**src/rtl/load_mem_data.sv**
```systemverilog
// Load-data alignment unit: extracts and extends the addressed byte or halfword
// of an aligned memory word and flags misaligned loads, with one cycle of latency.
module load_mem_data (
  input  logic        clk,
  input  logic        reset,
  input  logic [31:0] MemOutput_pre,
  input  logic [31:0] ALUresult_M,
  input  logic [3:0]  Loadop,
  output logic [31:0] MemOutput,
  output logic        AdEL
);

  typedef enum logic [3:0] {
    OP_LW  = 4'd0,
    OP_LBU = 4'd1,
    OP_LB  = 4'd2,
    OP_LHU = 4'd3,
    OP_LH  = 4'd4
  } load_op_e;

  logic [1:0]  byte_addr;
  logic [7:0]  sel_byte;
  logic [15:0] sel_half;
  logic [31:0] next_data;
  logic        next_adel;
  logic        unused_addr_bits;

  // Only the low two address bits matter; the word address was already used by the memory.
  assign byte_addr        = ALUresult_M[1:0];
  assign unused_addr_bits = ^ALUresult_M[31:2];

  always_comb begin
    sel_byte = MemOutput_pre[7:0];
    case (byte_addr)
      2'd0:    sel_byte = MemOutput_pre[7:0];
      2'd1:    sel_byte = MemOutput_pre[15:8];
      2'd2:    sel_byte = MemOutput_pre[23:16];
      default: sel_byte = MemOutput_pre[31:24];
    endcase
  end

  assign sel_half = byte_addr[1] ? MemOutput_pre[31:16] : MemOutput_pre[15:0];

  // Data is extracted even when misaligned; AdEL is reported alongside, not instead.
  always_comb begin
    next_data = MemOutput_pre;
    next_adel = 1'b0;
    case (Loadop)
      OP_LW: begin
        next_data = MemOutput_pre;
        next_adel = (byte_addr != 2'd0);
      end
      OP_LBU: next_data = {24'b0, sel_byte};
      OP_LB:  next_data = {{24{sel_byte[7]}}, sel_byte};
      OP_LHU: begin
        next_data = {16'b0, sel_half};
        next_adel = byte_addr[0];
      end
      OP_LH: begin
        next_data = {{16{sel_half[15]}}, sel_half};
        next_adel = byte_addr[0];
      end
      default: begin
        next_data = MemOutput_pre;
        next_adel = 1'b0;
      end
    endcase
  end

  always_ff @(posedge clk) begin
    if (reset) begin
      MemOutput <= 32'h0000_0000;
      AdEL      <= 1'b0;
    end else begin
      MemOutput <= next_data;
      AdEL      <= next_adel;
    end
  end

endmodule

```
**config.mk**
```make
export PLATFORM = sky130hd
export DESIGN_NAME = load_mem_data
export DESIGN_NICKNAME = d
export VERILOG_FILES = /design/src/rtl/load_mem_data.sv
export SDC_FILE = /design/constraint.sdc
export NUM_CORES = 1
export LEC_CHECK = 0
export ABC_AREA = 1
export CORE_MARGIN = 8
export CORE_UTILIZATION = 32
export CTS_CLUSTER_SIZE = 30
export DETAILED_ROUTE_END_ITERATION = 6
export PLACE_DENSITY = 0.65
export SLEW_MARGIN = 30
export SYNTH_ARGS = -nofsm -noshare
export SYNTH_HDL_FRONTEND = slang
export SYNTH_SLANG_ARGS = --single-unit
```
**constraint.sdc**
```tcl
create_clock -name clk -period 1.3 [get_ports clk]
set_input_delay 0.26 -clock clk [delete_from_list [all_inputs] [get_ports clk]]
set_output_delay 0.26 -clock clk [all_outputs]
set_load 0.03 [all_outputs]
```
==> results.json, run 1 <==
{
  "outcome": "finished, final reports clean",
  "maxUsedRoutingLayer": "met4",
  "synth_top_area_share_pct": 34.2,
  "setup_ws_ns": 0.0454,
  "ys_seq_elements": 33,
  "syn_nets": 381,
  "cts_buffer_depth": 2,
  "ys_seq_area_share_pct": 34.2,
  "cpMaxStageDelayCell": "dlygate4sd2_1",
  "n_antenna_cell": 0,
  "die_h_um": 93.7,
  "rows": 28,
  "drt-total-wl_um": 6350,
  "slew_violations": 0,
  "synthTopCellsByArea": "dfxtp_1 (34%), nand2_1 (15%), nand3_1 (10%), inv_1 (8.7%), nor2_1 (8.6%)",
  "core-area_um2": 5890,
  "final_cell_mix": "nand2_1 (75), inv_1 (44), nor2_1 (41), nand3_1 (39), dfxtp_1 (33)",
  "clockRootBuffer": "clkbuf_8",
  "overflow": 0,
  "fin_crit_sh_pct": 96.5,
  "cts_tree": "done",
  "power_leakage_nw": 1.64,
  "netlist_area_um2": 1930,
  "remaining_drc_errors": 0,
  "seq_area_um2": 661,
  "yosysWarnings": 0,
  "min_period_ns": 1.25,
  "finish.utilization_pct": 52.1,
  "cts.sinks": 33,
  "grt_use_total_pct": 14.1,
  "final_common_cell": "nand2_1",
  "met3_length_um": 592,
  "finalSetupViolCount": 0,
  "htree_levels": 2,
  "timing.critical_path.buf_inv": 1,
  "ys_types": 20,
  "fill_cells": 615,
  "critPathMaxFanout": 1,
  "detail_route.wl_per_cell_um": 13.3,
  "met1Wirelength_um": 2790,
  "synthToLayoutAreaGrowth_pct": 58.8,
  "fin_nets": 471,
  "multiInputGateArea_um2": 1040,
  "syn_avg_cell_area_um2": 6.21,
  "io_buffers": 72,
  "antenna_found_initial": 0,
  "die_w_um": 93.7,
  "hold_violations": 0,
  "critPathLaunch": "MemOutput[22]$_SDFF_PP0_",
  "crit_cells": 1,
  "worstPathRequired_ns": 1.04,
  "cp_top_family": "buffers and inverters",
  "rsz0062_at_grt": "yes",
  "dr_total_vias": 2275,
  "path_cells": "dlygate4sd2_1",
  "initial_core_util_pct": 32.8,
  "hp-class": "primary input to flip-flop",
  "relSlewSlack_pct": 79.3,
  "p_per_area_nw_per_um2": 902,
  "drt_pass1_iterations": 5,
  "initialDrtViolationCount": 194,
  "die-area_um2": 8780,
  "cts_buffers": 5,
  "first_global_vias": 2117,
  "place_congestion": 0.926,
  "whs_path_depth": 5,
  "yosysTopAreaCell": "dfxtp_1",
  "netlist_instances": 311,
  "cp-start-kind": "flip-flop",
  "drive_gt1_share_pct": 18.7,
  "grt_start_max_net_pins": 21,
  "drtAntennaViolNets": 0,
  "peakVddDrop_v": 0.000415,
  "end_kind": "output pin",
  "via_per_inst": 4.78,
  "route.met2.wl_um": 2850,
  "crit_end": "MemOutput[22]",
  "grt_pass1_wl_um": 9870,
  "place_ws_ns": -0.488,
  "clk_pin_slew_ns": 0.06,
  "dpl.hpwl_um": 4810,
  "worst_pin_slew_ns": 0.311,
  "maxCapViolCount": 0,
  "ios": 103,
  "crit_arrival_ns": 0.99,
  "cts_hold_buffers": 0,
  "fmax_ghz": 0.797,
  "slowest_delay_ns": 0.40,
  "crit_type": "flip-flop to output pin"
}
cell usage after synthesis, drive strengths merged:
library cell,count
nor2,48
clkbuf,2
a21oi,16
inv,49
nand2,78
o21ai,30
dfxtp,33
buf,14
nand3,41
through the flow:
step                power (mW)  hold WS, ns  instance area [um2]  TNS, ns  std cells
floorplan                 1.60        0.403                 1930        0        311
global placement          2.02        0.692                 2910   -12.53        465
detailed placement        2.03        0.690                 2910   -14.44        465
CTS                       2.77        0.544                 3020        0        475
global route              2.92        0.431                 3070  -0.0578        476
finish                    2.76        0.410                 3070        0        476
worst min-delay path by stage:
stage                                   startpoint                        to  slack [ns]
after detailed placement   MemOutput[1]$_SDFF_PP0_              MemOutput[1]        0.69
after CTS                        MemOutput_pre[23]  MemOutput[23]$_SDFF_PP0_        0.54
after global placement    MemOutput[10]$_SDFF_PP0_             MemOutput[10]        0.69
after global routing             MemOutput_pre[31]  MemOutput[31]$_SDFF_PP0_        0.43
after floorplan                     ALUresult_M[0]           AdEL$_SDFF_PP0_        0.40
final                            MemOutput_pre[31]  MemOutput[31]$_SDFF_PP0_        0.41
where the power goes:
part           internal [mW]  switching [mW]
sequential              1.09          0.0220
clock                  0.420           0.351
combinational          0.391           0.495
total                   1.90           0.868
layer usage:
layer	vias to the layer above	track usage (%)
li1	1146	-
met1	1009	16.9
met2	108	22.6
met3	12	5.12
met4	0	5.42
met5	-	0
kinds of logic after synthesis:
family / count (synthesis) / share of synthesized area (%)
flops: 33 / 34.2
compound gates: 46 / 13.7
simple gates: 167 / 37.7
buf+inv: 65 / 14.4
area by class of cell:
| type | count | area share, % |
|---|---|---|
| Multi-Input combinational cell | 214 | 33.8 |
| Timing Repair Buffer | 98 | 32.7 |
| Sequential cell | 33 | 21.6 |
| Inverter | 49 | 6.00 |
| Tap cell | 75 | 3.06 |
| Clock buffer | 7 | 2.82 |
flip-flops by register name (all words and copies together) (netlist names):
signal	count
AdEL	1
MemOutput	32
timing repair:
item / in CTS / in global routing
pin swaps: 1 / 7
gates cloned: 1 / 1
setup buffers: 2 / 0
endpoints found under the setup margin: 51 / 26
resized for setup: 28 / 16
Note: power is estimated with default switching activity, not from simulation.
==> inputs of run 2 (changes only) <==
- CAP_MARGIN: not set -> 20
==> results of run 2 <==
The final DEF is identical to that of run 1; final timing and power are the same.
